**config.mk**
```make
export PLATFORM = sky130hd
export DESIGN_NAME = alu_exec_unit
export DESIGN_NICKNAME = d
export VERILOG_FILES = /design/src/rtl/alu_exec_unit.sv
export SDC_FILE = /design/constraint.sdc
export NUM_CORES = 1
export LEC_CHECK = 0
export BUFFER_PORTS_ARGS = -buffer_cell sky130_fd_sc_hd__clkbuf_2
export CAP_MARGIN = 0
export CORE_ASPECT_RATIO = 0.75
export CORE_UTILIZATION = 35
export CTS_CLUSTER_SIZE = 10
export DETAILED_ROUTE_END_ITERATION = 16
export SLEW_MARGIN = 20
export SYNTH_ARGS = -nofsm -noshare
export SYNTH_HDL_FRONTEND = slang
export SYNTH_SLANG_ARGS = --single-unit
```
**constraint.sdc**
```tcl
create_clock -name clk_i -period 10.5 [get_ports clk_i]
set_input_delay 0.525 -clock clk_i [delete_from_list [all_inputs] [get_ports clk_i]]
set_output_delay 0.525 -clock clk_i [all_outputs]
set_load 0.01 [all_outputs]
```
**src/rtl/alu_exec_unit.sv**
```systemverilog
// Execute-stage ALU with merged control decode and an iterative multiplier.
// Single-cycle ops return one cycle after issue; MUL retires MUL_BITS bits per cycle.
module alu_exec_unit #(
   parameter int unsigned WIDTH    = 32,
   parameter int unsigned MUL_BITS = 1
) (
   input  logic             clk_i,
   input  logic             rst_i,
   input  logic             valid_i,
   input  logic [9:0]       funct_i,
   input  logic [1:0]       ALUOp_i,
   input  logic [WIDTH-1:0] data1_i,
   input  logic [WIDTH-1:0] data2_i,
   output logic             ready_o,
   output logic             valid_o,
   output logic [WIDTH-1:0] result_o,
   output logic             zero_o,
   output logic             busy_o
);

   localparam int unsigned N  = WIDTH / MUL_BITS;
   localparam int unsigned CW = (N > 1) ? $clog2(N) : 1;
   localparam int unsigned SH = $clog2(WIDTH);

   typedef enum logic {S_IDLE, S_MUL} state_t;
   typedef enum logic [2:0] {
      OP_ADD, OP_SUB, OP_MUL, OP_XOR, OP_OR, OP_AND, OP_SLL, OP_SRA
   } op_t;

   state_t           r_state, w_state_nxt;
   op_t              w_op;
   logic             w_accept;
   logic             w_fin;
   logic [6:0]       w_f7;
   logic [2:0]       w_f3;
   logic [SH-1:0]    w_shamt;
   logic [WIDTH-1:0] w_alu;
   logic [WIDTH-1:0] w_pp;
   logic [WIDTH-1:0] w_sum;
   logic [CW-1:0]    r_cnt;
   logic [WIDTH-1:0] r_acc;
   logic [WIDTH-1:0] r_mcand;
   logic [WIDTH-1:0] r_mplier;
   logic [WIDTH-1:0] r_result;
   logic             r_zero;
   logic             r_valid;

   assign w_f7     = funct_i[9:3];
   assign w_f3     = funct_i[2:0];
   assign w_shamt  = data2_i[SH-1:0];
   assign ready_o  = (r_state == S_IDLE);
   assign busy_o   = (r_state == S_MUL);
   assign w_accept = valid_i && ready_o;
   assign valid_o  = r_valid;
   assign result_o = r_result;
   assign zero_o   = r_zero;

   always_comb begin
      w_op = OP_ADD;
      case (ALUOp_i)
         2'b00: w_op = OP_ADD;
         2'b01: w_op = OP_SUB;
         2'b10: begin
            case (w_f3)
               3'b000: begin
                  if (w_f7 == 7'b0100000)      w_op = OP_SUB;
                  else if (w_f7 == 7'b0000001) w_op = OP_MUL;
                  else                         w_op = OP_ADD;
               end
               3'b100: w_op = OP_XOR;
               3'b110: w_op = OP_OR;
               3'b111: w_op = OP_AND;
               3'b001: if (w_f7 == 7'b0000000) w_op = OP_SLL;
               default: w_op = OP_ADD;
            endcase
         end
         default: begin
            if (w_f3 == 3'b101 && w_f7 == 7'b0100000) w_op = OP_SRA;
         end
      endcase
   end

   always_comb begin
      w_alu = data1_i + data2_i;
      case (w_op)
         OP_SUB:  w_alu = data1_i - data2_i;
         OP_XOR:  w_alu = data1_i ^ data2_i;
         OP_OR:   w_alu = data1_i | data2_i;
         OP_AND:  w_alu = data1_i & data2_i;
         OP_SLL:  w_alu = data1_i << w_shamt;
         OP_SRA:  w_alu = $signed(data1_i) >>> w_shamt;
         default: w_alu = data1_i + data2_i;
      endcase
   end

   // Multiplicand is pre-shifted and multiplier consumed from the LSB each
   // cycle, so the current slice always sits at the bottom of r_mplier.
   always_comb begin
      w_pp = '0;
      for (int unsigned i = 0; i < MUL_BITS; i++) begin
         if (r_mplier[i]) w_pp = w_pp + (r_mcand << i);
      end
      w_sum = r_acc + w_pp;
   end

   always_comb begin
      w_state_nxt = r_state;
      w_fin       = 1'b0;
      case (r_state)
         S_IDLE: if (w_accept && w_op == OP_MUL) w_state_nxt = S_MUL;
         S_MUL: begin
            if (r_cnt == CW'(N - 1)) begin
               w_fin       = 1'b1;
               w_state_nxt = S_IDLE;
            end
         end
         default: w_state_nxt = S_IDLE;
      endcase
   end

   always_ff @(posedge clk_i or posedge rst_i) begin
      if (rst_i) r_state <= S_IDLE;
      else       r_state <= w_state_nxt;
   end

   always_ff @(posedge clk_i or posedge rst_i) begin
      if (rst_i) begin
         r_cnt    <= '0;
         r_acc    <= '0;
         r_mcand  <= '0;
         r_mplier <= '0;
         r_result <= '0;
         r_zero   <= 1'b1;
         r_valid  <= 1'b0;
      end else begin
         r_valid <= 1'b0;
         if (r_state == S_IDLE) begin
            if (w_accept) begin
               if (w_op == OP_MUL) begin
                  r_mcand  <= data1_i;
                  r_mplier <= data2_i;
                  r_acc    <= '0;
                  r_cnt    <= '0;
               end else begin
                  r_result <= w_alu;
                  r_zero   <= (w_alu == '0);
                  r_valid  <= 1'b1;
               end
            end
         end else begin
            r_acc    <= w_sum;
            r_mcand  <= r_mcand << MUL_BITS;
            r_mplier <= r_mplier >> MUL_BITS;
            r_cnt    <= r_cnt + 1'b1;
            if (w_fin) begin
               r_result <= w_sum;
               r_zero   <= (w_sum == '0);
               r_valid  <= 1'b1;
               r_cnt    <= '0;
            end
         end
      end
   end

endmodule

```
==> run_results.csv, run 1 <==
group,metric,value,unit
clock_network,clock_tree.htree_level_count,4,
synth,netlist.top_cell.by_area,"dfrtp_1",
clock_network,cts-hold-fix-buffers,0,
global_route,global_route_usage_over_all_layers,0.2820,
clock_network,clock_tree_from_tritoncts,"built",
synth,synth_edf_count,0,
drt,antenna_violating_nets_left,0,
sta,timing.final.crit_period,7.075,ns
placement,hpwlAfterDp,52.88,mm
critical_path,crit_chain,"clkbuf_2 > or3b_1 > or4_4 > o311ai_1 > nor2_1 > nand2_1 > o21ai_0 > xnor2_1 > ha_1 > a21oi_1 > nor3_1 > or3_1 > a21o_1 > xor2_1 > a2111oi_1 > nand4_1 > or4_1 > or4_1 > or4b_1 > o31ai_2",
synth,synthTopCellsByArea,"dfrtp_1, ha_1, mux4_2",
run_status,run_status,"finished, final reports clean",
finish,drive_above_1_share,0.1368,
critical_path,largest_stage_delay_on_the_critical_path,0.72,ns
clock_network,cts_max_path_buffers,2,
synth,post_syn_nets,2287,
sta,clock_skew,0.01075,ns
die,core.rowCount,68,
critical_path,path_buf_inv,1,
sta,report.final.setup_viol,0,
die,ioPinCount,115,
global_route,vias_in_the_first_global_route,15600,
power_and_ir_drop,peakVddDrop,0.1532,mV
finish,num-nets-final,2310,
drt,detailroute.via_count,17080,
global_route,wire_length_of_the_first_global_routing_pass,101.1,mm
drt,route.detailed.wl_per_inst,24.99,um
synth,yosysWarnings,0,
finish,layout_commonest_cell,"nand2_1",
synth,synth_cell_types,90,
sta,setup_repair_after_global_routing_missed_its_margin,"no",
sta,timing_max_transition_violations_final,0,
critical_path,critical_path.startpoint_type,"primary input",
critical_path,timing.reg2reg.worst_path_depth,14,
power_and_ir_drop,p_leak,7.747,nW
synth,post_synth_inst_count,2076,
critical_path,regToRegStartpoint,"r_mplier[0]",
global_route,largest_net_degree_at_the_start_of_global_routing,92,
finish,multi_input_comb_area,0.01200,sq mm
hold_path,hold_path.class,"in2async",
critical_path,cpMaxStageDelayCell,"or4_4",
clock_network,clkLatencyLatePin,0.45,ns
finish,fillers,4753,
sta,tightest_slew,1.085,ns
synth,avgSynthCellArea,7.841,sq um
synth,postSynth.asyncResetShare,1.000,
drt,vias_per_cell,6.311,
finish,utilization,0.3885,
die,design.die.area,0.04738,sq mm
finish,leading_cell_types_in_the_layout_fill_and_taps_excluded,"nand2_1, o21ai_0, nor2_1, a21oi_1, dfrtp_1",
job,max_cap_viol_count,0,
sta,layout_worst_path_cycle_share,0.6738,
clock_network,number_of_buffers_added_by_the_clock_tree_synthesis_step,17,
global_route,grt_antenna_before_repair,3,
power_and_ir_drop,p_per_area,159.0,mW/mm^2
clock_network,cts_setup_buffers,0,
critical_path,worstReg2RegEnd,"zero_o",
placement,place_congestion,1.056,
critical_path,worst_path_max_fanout,20,
placement,portBuffers,114,
synth,synth-seq-area-share,0.2091,
die,initial_core_util,0.3543,
critical_path,worstPathRequired,10.87,ns
sta,setup_total_negative_slack,0,ns
die,die-height,188.8,um
synth,mappedNetlistArea,0.01628,sq mm
die,design.core.area,0.04594,sq mm
die,die_x,251.0,um
finish,area_delta_synth_final,9.639,%
clock_network,clockRootBuffer,"clkbuf_16",
sta,timing.fmax,0.1413,GHz
synth,dominant_register_cell_in_the_synthesized_netlist,"dfrtp_1",
clock_network,cts_resized,0,
finish,area_of_all_placed_cells_without_fillers,0.01785,sq mm
finish,diodes,0,
clock_network,cts.sink_count,136,
synth,post-synth-top-area-fraction,0.2075,
sta,max_slew_margin,0.2675,
critical_path,endpoint_kind,"flip-flop",
clock_network,clk_pin_slew_worst_paths,0.07,ns
critical_path,worst-r2r-setup-slack,4.80,ns
critical_path,timing.setup.critical_path_class,"in2reg",
drt,remaining_drc_errors,0,
sta,timing_hold_violations_final,0,
critical_path,path_delay_family,"simple AND/OR/NAND/NOR gates",
placement,placedInstanceArea,0.01725,sq mm
drt,drt_wl_total,67.64,mm
critical_path,cp.arrival,7.44,ns
drt,dr.pass1.iters,6,
global_route,gr-total-overflow,0,
finish,register_area,0.003408,sq mm
drt,drt_first_iter_violations,2027,
synth,synth_seq_cells,136,
sta,final_worst_hold_slack,0.1764,ns
critical_path,worst_path_most_repeated_cell,"or4_1",
[metal layers]
| layer | track usage | wire length [um] |
|---|---|---|
| met5 | 0 | 30 |
| met4 | 0.05746 | 1213 |
| met3 | 0.06797 | 6742 |
| met2 | 0.4153 | 28760 |
| met1 | 0.4139 | 30890 |
[synthesized netlist by cell type, types with 11 or more instances]
| library cell | count |
|---|---|
| o31ai_1 | 24 |
| clkbuf_1 | 101 |
| a211oi_1 | 37 |
| nand4_1 | 21 |
| nor4_1 | 17 |
| nor2b_1 | 16 |
| mux2_2 | 20 |
| a21oi_1 | 166 |
| mux2i_1 | 52 |
| o22ai_1 | 16 |
| o211ai_1 | 29 |
| o21ai_0 | 195 |
| ha_1 | 130 |
| nand3_1 | 39 |
| or3_1 | 14 |
| xor2_1 | 19 |
| dfrtp_1 | 135 |
| nand2_1 | 278 |
| nor2_1 | 191 |
| a31oi_1 | 14 |
| inv_1 | 84 |
| nand2b_1 | 20 |
| a221oi_1 | 11 |
| xnor2_1 | 48 |
| nor3_1 | 42 |
| a21o_1 | 17 |
| mux4_2 | 65 |
| and2_1 | 35 |
| buf_2 | 15 |
| buf_1 | 14 |
| and3_1 | 16 |
[registers in the layout, summed over array words and instances, names as in the netlist]
name	count
result_o	32
r_mplier	32
r_mcand	32
busy_o	1
r_acc	32
valid_o	1
zero_o	1
r_cnt	5
[power by group]
part           internal (mW)  switching, mW  total, mW
Sequential             0.709          0.122      0.831
Clock                  0.355          0.261      0.617
Combinational          0.510          0.881       1.39
[metrics by stage]
step	total power, mW	instances	setup WS (ns)
after floorplan	1.744	2076	4.287
after global placement	2.191	2674	3.332
after detailed placement	2.208	2674	3.173
after CTS	2.835	2706	3.631
after global routing	3.034	2707	3.138
final	2.839	2707	3.425
[area by class of cell]
type / instances / area share
clock buffer: 18 / 0.02405
inverter: 87 / 0.01858
multi-input combinational: 1716 / 0.6723
tap: 595 / 0.04171
sequential: 136 / 0.1910
clock inverter: 14 / 0.009114
timing repair buffer: 141 / 0.04333
[worst max-delay path by stage]
stage                    start     end  slack, ns  cells past startpoint
global placement    funct_i[1]  zero_o       3.33                     20
finish              funct_i[1]  zero_o       3.42                     20
global route        funct_i[1]  zero_o       3.14                     20
floorplan           funct_i[1]  zero_o       4.29                     24
detailed placement  funct_i[1]  zero_o       3.17                     20
CTS                 funct_i[1]  zero_o       3.63                     20
[logic make-up after synthesis]
kind of cell,synth area share
and+or+nand+nor,0.2074
AOI/OAI and AO/OA,0.2523
buffers and inverters,0.05626
muxes,0.1364
DFF,0.2091
adders and majority gates,0.1024
xor gates and xnor gates,0.03605
[worst reg2reg max path, stage by stage, from the launching register on]
cell	delay [ns]
dfrtp_1	0.70
and2_1	0.32
ha_1	0.22
fa_1	0.43
a21o_1	0.20
a221oi_1	0.67
o211ai_1	0.54
o211ai_1	0.51
a21o_1	0.20
xnor2_1	0.13
or4b_2	0.62
or4_1	0.58
nor4b_1	0.32
a21oi_1	0.10
o31ai_2	0.08
(Power assumes the default switching activity.)
==> run 2, diff against run 1 <==
==> constraint.sdc (replaced) <==
create_clock -name clk_i -period 7.2 [get_ports clk_i]
set_input_delay 0.36 -clock clk_i [delete_from_list [all_inputs] [get_ports clk_i]]
set_output_delay 0.36 -clock clk_i [all_outputs]
set_load 0.01 [all_outputs]
==> run 2 against run 1 <==
Net effect: via count is 0.20% lower; worst hold slack lost 0.15 ns; highest routed layer unchanged; combinational power grew 47%; clock skew about the same; sequential cell count is the same; first-iteration DRC count shrank 6.3%; critical path type unchanged; non-clock buffer count grew 6; critical endpoint unchanged; critical path depth is the same; total power is 45% higher.
==> run_results.csv, run 2 (synthesis results as in run 1) <==
group,metric,value,unit
critical_path,timing.setup.critical_path_class,"in2reg",
clock_network,number_of_buffers_added_by_the_clock_tree_synthesis_step,17,
clock_network,cts-hold-fix-buffers,0,
placement,hpwlAfterDp,55.62,mm
clock_network,cts_setup_buffers,0,
critical_path,cp.arrival,6.86,ns
sta,clock_skew,0.01087,ns
critical_path,worstPathRequired,7.56,ns
sta,timing.fmax,0.1539,GHz
die,die_x,251.0,um
power_and_ir_drop,power.share.switching,0.4582,
hold_path,hold_path.class,"in2async",
global_route,vias_in_the_first_global_route,15920,
power_and_ir_drop,p_leak,7.774,nW
global_route,gr-total-overflow,0,
clock_network,cts.sink_count,136,
run_status,run_status,"finished, final reports clean",
sta,timing_max_transition_violations_final,0,
drt,detailroute.via_count,17050,
drt,dr.pass1.iters,6,
clock_network,cts_max_path_buffers,2,
critical_path,timing.reg2reg.worst_path_depth,14,
critical_path,critical_path.startpoint_type,"primary input",
critical_path,regToRegStartpoint,"r_mplier[0]",
drt,drt_wl_total,70.52,mm
power_and_ir_drop,power.share.clock,0.208,
drt,drt_first_iter_violations,1899,
finish,multi_input_comb_area,0.01200,sq mm
sta,layout_worst_path_cycle_share,0.9023,
power_and_ir_drop,p_per_area,231.0,mW/mm^2
drt,antenna_violating_nets_left,0,
global_route,largest_net_degree_at_the_start_of_global_routing,96,
clock_network,clock_tree.htree_level_count,4,
die,design.die.area,0.04738,sq mm
die,design.core.area,0.04594,sq mm
power_and_ir_drop,peakVddDrop,0.2035,mV
critical_path,critical_path.endpoint,"zero_o",
finish,drive_above_1_share,0.1393,
drt,vias_per_cell,6.284,
finish,num-nets-final,2316,
finish,area_delta_synth_final,9.785,%
job,max_cap_viol_count,0,
critical_path,crit_path_start,"funct_i[1]",
sta,final_worst_hold_slack,0.02777,ns
critical_path,endpoint_kind,"flip-flop",
sta,timing_hold_violations_final,0,
finish,diodes,0,
die,ioPinCount,115,
power_and_ir_drop,share_seq_of_total_power,0.295,
critical_path,worstReg2RegEnd,"zero_o",
critical_path,worst_path_max_fanout,13,
clock_network,clkLatencyLatePin,0.45,ns
critical_path,worst-r2r-setup-slack,1.38,ns
die,die-height,188.8,um
finish,fillers,4843,
sta,max_slew_margin,0.2792,
global_route,grt_antenna_before_repair,3,
clock_network,clk_pin_slew_worst_paths,0.07,ns
placement,portBuffers,114,
clock_network,clockRootBuffer,"clkbuf_16",
sta,report.final.setup_viol,0,
sta,setup_total_negative_slack,0,ns
placement,place_congestion,1.062,
finish,layout_commonest_cell,"nand2_1",
global_route,wire_length_of_the_first_global_routing_pass,104.5,mm
global_route,global_route_usage_over_all_layers,0.2943,
finish,register_area,0.003408,sq mm
clock_network,clock_tree_from_tritoncts,"built",
drt,route.detailed.wl_per_inst,25.99,um
sta,timing.final.crit_period,6.497,ns
power_and_ir_drop,p_int,2.236,mW
die,initial_core_util,0.3543,
drt,remaining_drc_errors,0,
clock_network,cts_resized,0,
die,core.rowCount,68,
sta,tightest_slew,1.077,ns
finish,leading_cell_types_in_the_layout_fill_and_taps_excluded,"nand2_1, o21ai_0, nor2_1, a21oi_1, dfrtp_1",
sta,setup_repair_after_global_routing_missed_its_margin,"no",
power_and_ir_drop,power.share.combinational,0.497,
power_and_ir_drop,net-switching-power,1.891,mW
run 2: cell count changes in the layout (fill, tap and decap cells not counted), sizes merged:
cell | previous run | this run
buf | 27 | 34
bufinv | 2 | 0
clkbuf | 132 | 131
clkinv | 3 | 4
clkinvlp | 4 | 2
inv | 92 | 95
run 2: per-layer routing:
layer	wire [um]	vias up	part of all wire	GRT usage
met5	13	-	0.00018	0
met4	1394	2	0.020	0.06332
met3	7176	110	0.10	0.08537
met2	29740	831	0.42	0.4297
met1	32190	8376	0.46	0.4246
li1	-	7730	-	-
run 2: area by class of cell:
cell class                      count  share of cell area
Clock buffer                       18             0.02401
Tap cell                          595             0.04166
Multi-Input combinational cell   1716              0.6713
Timing Repair Buffer              147             0.04649
Inverter                           87             0.01855
Clock inverter                     14            0.007281
Sequential cell                   136              0.1907
run 2: power groups by stage:
stage          clock network, mW  logic [mW]  registers, mW
6_report                   0.859        2.05           1.22
5_1_grt                    0.911        2.24           1.26
4_1_cts                    0.875        2.02           1.22
3_5_place_dp                   0        2.01           1.23
3_3_place_gp                   0        1.99           1.22
2_1_floorplan                  0        1.33           1.21
run 2: worst max-delay path: stages:
cell and delay (ns):
clkbuf_2 0.17, or3b_1 0.56, or4_4 0.72, o311ai_1 0.24
nor3_1 0.23, buf_4 0.24, a21oi_1 0.15, xnor2_1 0.14
ha_1 0.34, and3_1 0.20, a221oi_1 0.56, o21ai_0 0.20
a21o_1 0.22, xor2_1 0.16, a2111oi_1 0.46, nand4_1 0.19
or4_1 0.46, or4_1 0.55, or4b_1 0.51, o31ai_2 0.19
run 2: how the worst min path moves through the flow:
stage          slack, ns  cells after the start  startpoint     endpoint
3_3_place_gp        0.46                      1    r_cnt[3]     r_cnt[3]
6_report            0.03                      2       rst_i  result_o[3]
2_1_floorplan       0.44                      1    r_cnt[3]     r_cnt[3]
3_5_place_dp        0.47                      1    r_cnt[3]     r_cnt[3]
5_1_grt             0.09                      2       rst_i  result_o[3]
4_1_cts             0.06                      2       rst_i  result_o[8]
run 2: stage by stage:
| stage | utilization | setup WS, ns | instances | area [sq um] | power [mW] |
|---|---|---|---|---|---|
| 6_report | 0.3890 | 0.7034 | 2713 | 17870 | 4.128 |
| 5_1_grt | 0.3890 | 0.4355 | 2713 | 17870 | 4.409 |
| 4_1_cts | 0.3890 | 0.8417 | 2713 | 17870 | 4.115 |
| 3_5_place_dp | 0.3768 | 0.4390 | 2681 | 17310 | 3.241 |
| 3_3_place_gp | 0.3767 | 0.5155 | 2680 | 17310 | 3.217 |
| 2_1_floorplan | - | 1.152 | 2076 | 16280 | 2.544 |
==> run 3, diff against run 2 <==
--- a/config.mk
+++ b/config.mk
@@ -7,7 +7,6 @@
 export LEC_CHECK = 0
 export BUFFER_PORTS_ARGS = -buffer_cell sky130_fd_sc_hd__clkbuf_2
 export CAP_MARGIN = 0
-export CORE_ASPECT_RATIO = 0.75
 export CORE_UTILIZATION = 35
 export CTS_CLUSTER_SIZE = 10
 export DETAILED_ROUTE_END_ITERATION = 16
==> run 3 against run 2 <==
Net effect: clock-buffer cell count rose by 4; combinational power barely moved; clock power fell by 2%; non-clock buffer count rose by 4; die area barely moved; register-to-register slack improved by 0.32 ns; critical path depth did not move; via count fell by 1.3%; clock skew fell by 0.0024 ns; worst hold slack improved by 0.021 ns; final area barely moved; sequential share of layout area barely moved.
==> run_results.csv, run 3 (synthesis results as in run 1) <==
group,metric,value,unit
run_status,run_status,"finished, final reports clean",
critical_path,worst_path_max_fanout,13,
placement,place_congestion,1.008,
sta,report.final.setup_viol,0,
drt,vias_per_cell,6.183,
sta,clock_skew,0.008434,ns
sta,timing_max_transition_violations_final,0,
clock_network,cts_max_path_buffers,2,
sta,timing_hold_violations_final,0,
drt,drt_first_iter_violations,1619,
critical_path,worstPathRequired,7.57,ns
power_and_ir_drop,p_leak,7.783,nW
critical_path,largest_stage_delay_on_the_critical_path,0.72,ns
sta,layout_worst_path_cycle_share,0.8710,
critical_path,cp.arrival,6.64,ns
sta,tightest_slew,1.149,ns
clock_network,cts.sink_count,136,
drt,detailroute.via_count,16820,
clock_network,clk_pin_slew_worst_paths,0.06,ns
drt,dr.pass1.iters,5,
global_route,global_route_usage_over_all_layers,0.2924,
sta,timing.final.crit_period,6.271,ns
critical_path,cpMaxStageDelayCell,"or4_4",
placement,hpwlAfterDp,54.47,mm
die,core.rowCount,78,
power_and_ir_drop,design_power_total,4.090,mW
finish,num-nets-final,2320,
global_route,largest_net_degree_at_the_start_of_global_routing,101,
finish,drive_above_1_share,0.1387,
hold_path,hold_path.class,"in2async",
job,max_cap_viol_count,0,
drt,route.detailed.wl_per_inst,25.55,um
finish,diodes,0,
drt,remaining_drc_errors,0,
finish,layout_commonest_cell,"nand2_1",
drt,antenna_violating_nets_left,0,
finish,area_delta_synth_final,9.862,%
sta,setup_repair_after_global_routing_missed_its_margin,"no",
finish,multi_input_comb_area,0.01199,sq mm
clock_network,clock_tree_from_tritoncts,"built",
clock_network,cts_resized,0,
critical_path,critical_path.startpoint_type,"primary input",
power_and_ir_drop,p_per_area,228.7,mW/mm^2
placement,place_inst,2689,
finish,stdcell_count,2720,
clock_network,clock_tree.htree_level_count,4,
die,die_x,217.7,um
critical_path,path_buf_inv,2,
global_route,grt_antenna_before_repair,0,
clock_network,cts-hold-fix-buffers,0,
global_route,wire_length_of_the_first_global_routing_pass,103.2,mm
die,initial_core_util,0.3564,
clock_network,clockRootBuffer,"clkbuf_16",
finish,fillers,4745,
finish,leading_cell_types_in_the_layout_fill_and_taps_excluded,"nand2_1, o21ai_0, nor2_1, a21oi_1, dfrtp_1",
placement,portBuffers,114,
die,design.core.area,0.04567,sq mm
critical_path,endpoint_kind,"flip-flop",
power_and_ir_drop,peakVddDrop,0.2418,mV
clock_network,clkLatencyLatePin,0.45,ns
die,die-height,217.7,um
global_route,vias_in_the_first_global_route,15810,
critical_path,path_delay_family,"simple AND/OR/NAND/NOR gates",
critical_path,timing.setup.critical_path_class,"in2reg",
die,design.die.area,0.04738,sq mm
sta,timing.fmax,0.1595,GHz
clock_network,cts_setup_buffers,0,
sta,max_slew_margin,0.2242,
finish,register_area,0.003408,sq mm
drt,drt_wl_total,69.50,mm
die,ioPinCount,115,
global_route,gr-total-overflow,0,
sta,setup_total_negative_slack,0,ns
clock_network,number_of_buffers_added_by_the_clock_tree_synthesis_step,17,
critical_path,crit_chain,"clkbuf_2 > or3b_1 > or4_4 > o311ai_1 > nor3_1 > buf_4 > a21oi_1 > xnor2_1 > ha_1 > a21o_1 > a221oi_1 > o21ai_0 > a21o_1 > xor2_1 > a2111oi_1 > nand4_1 > or4_1 > or4_1 > or4b_1 > o31ai_2",
-- run 3: cell type report --
| class | count | share of cell area |
|---|---|---|
| Multi-Input combinational cell | 1716 | 0.6705 |
| Sequential cell | 136 | 0.1906 |
| Clock inverter | 8 | 0.004268 |
| Timing Repair Buffer | 151 | 0.04814 |
| Inverter | 87 | 0.01854 |
| Tap cell | 600 | 0.04198 |
| Clock buffer | 22 | 0.02596 |
-- run 3: final timing paths --
| kind | depth (start not counted) | slack, ns | start | end |
|---|---|---|---|---|
| max | 20 | 0.93 | funct_i[1] | zero_o |
| min | 2 | 0.05 | rst_i | result_o[27] |
| max reg2reg | 14 | 1.70 | r_mplier[0] | zero_o |
| min reg2reg | 2 | 0.48 | result_o[18] | result_o[18] |
| max in group asynchronous | 3 | 5.78 | rst_i | busy_o |
| min in group clk_i | 5 | 0.38 | data2_i[31] | r_mplier[31] |
-- run 3: worst register-to-register path: stages, from the launching register on --
cell	delay, ns
dfrtp_1	0.68
and2_1	0.30
ha_1	0.21
fa_1	0.44
a21o_1	0.19
a221oi_1	0.69
o211ai_1	0.50
o211ai_1	0.42
a21o_1	0.19
xnor2_1	0.13
or4b_2	0.62
or4_1	0.56
nor4b_1	0.33
a21oi_1	0.09
o31ai_2	0.08
-- run 3: per-stage QoR --
stage / cell area (sq um) / util / setup slack (ns) / hold WS, ns
6_report: 17880 / 0.3915 / 0.9285 / 0.04831
5_1_grt: 17880 / 0.3915 / 0.7088 / 0.09555
4_1_cts: 17880 / 0.3914 / 1.030 / 0.05691
3_5_place_dp: 17340 / 0.3796 / 0.5610 / 0.4676
3_3_place_gp: 17340 / 0.3796 / 0.4490 / 0.4570
2_1_floorplan: 16280 / - / 1.152 / 0.4375
-- run 3: where the power goes --
group / internal [mW] / total (mW) / switching, mW
Clock: 0.487 / 0.840 / 0.354
Sequential: 1.04 / 1.22 / 0.188
Combinational: 0.747 / 2.03 / 1.28
Total: 2.27 / 4.09 / 1.82
-- run 3: routing by layer --
layer  vias up  GRT usage  share of wire
met5         -          0              0
met3       121    0.04296          0.077
met4         0     0.1014          0.033
met2       793     0.4456           0.44
li1       7745          -              -
met1      8160     0.4180           0.45
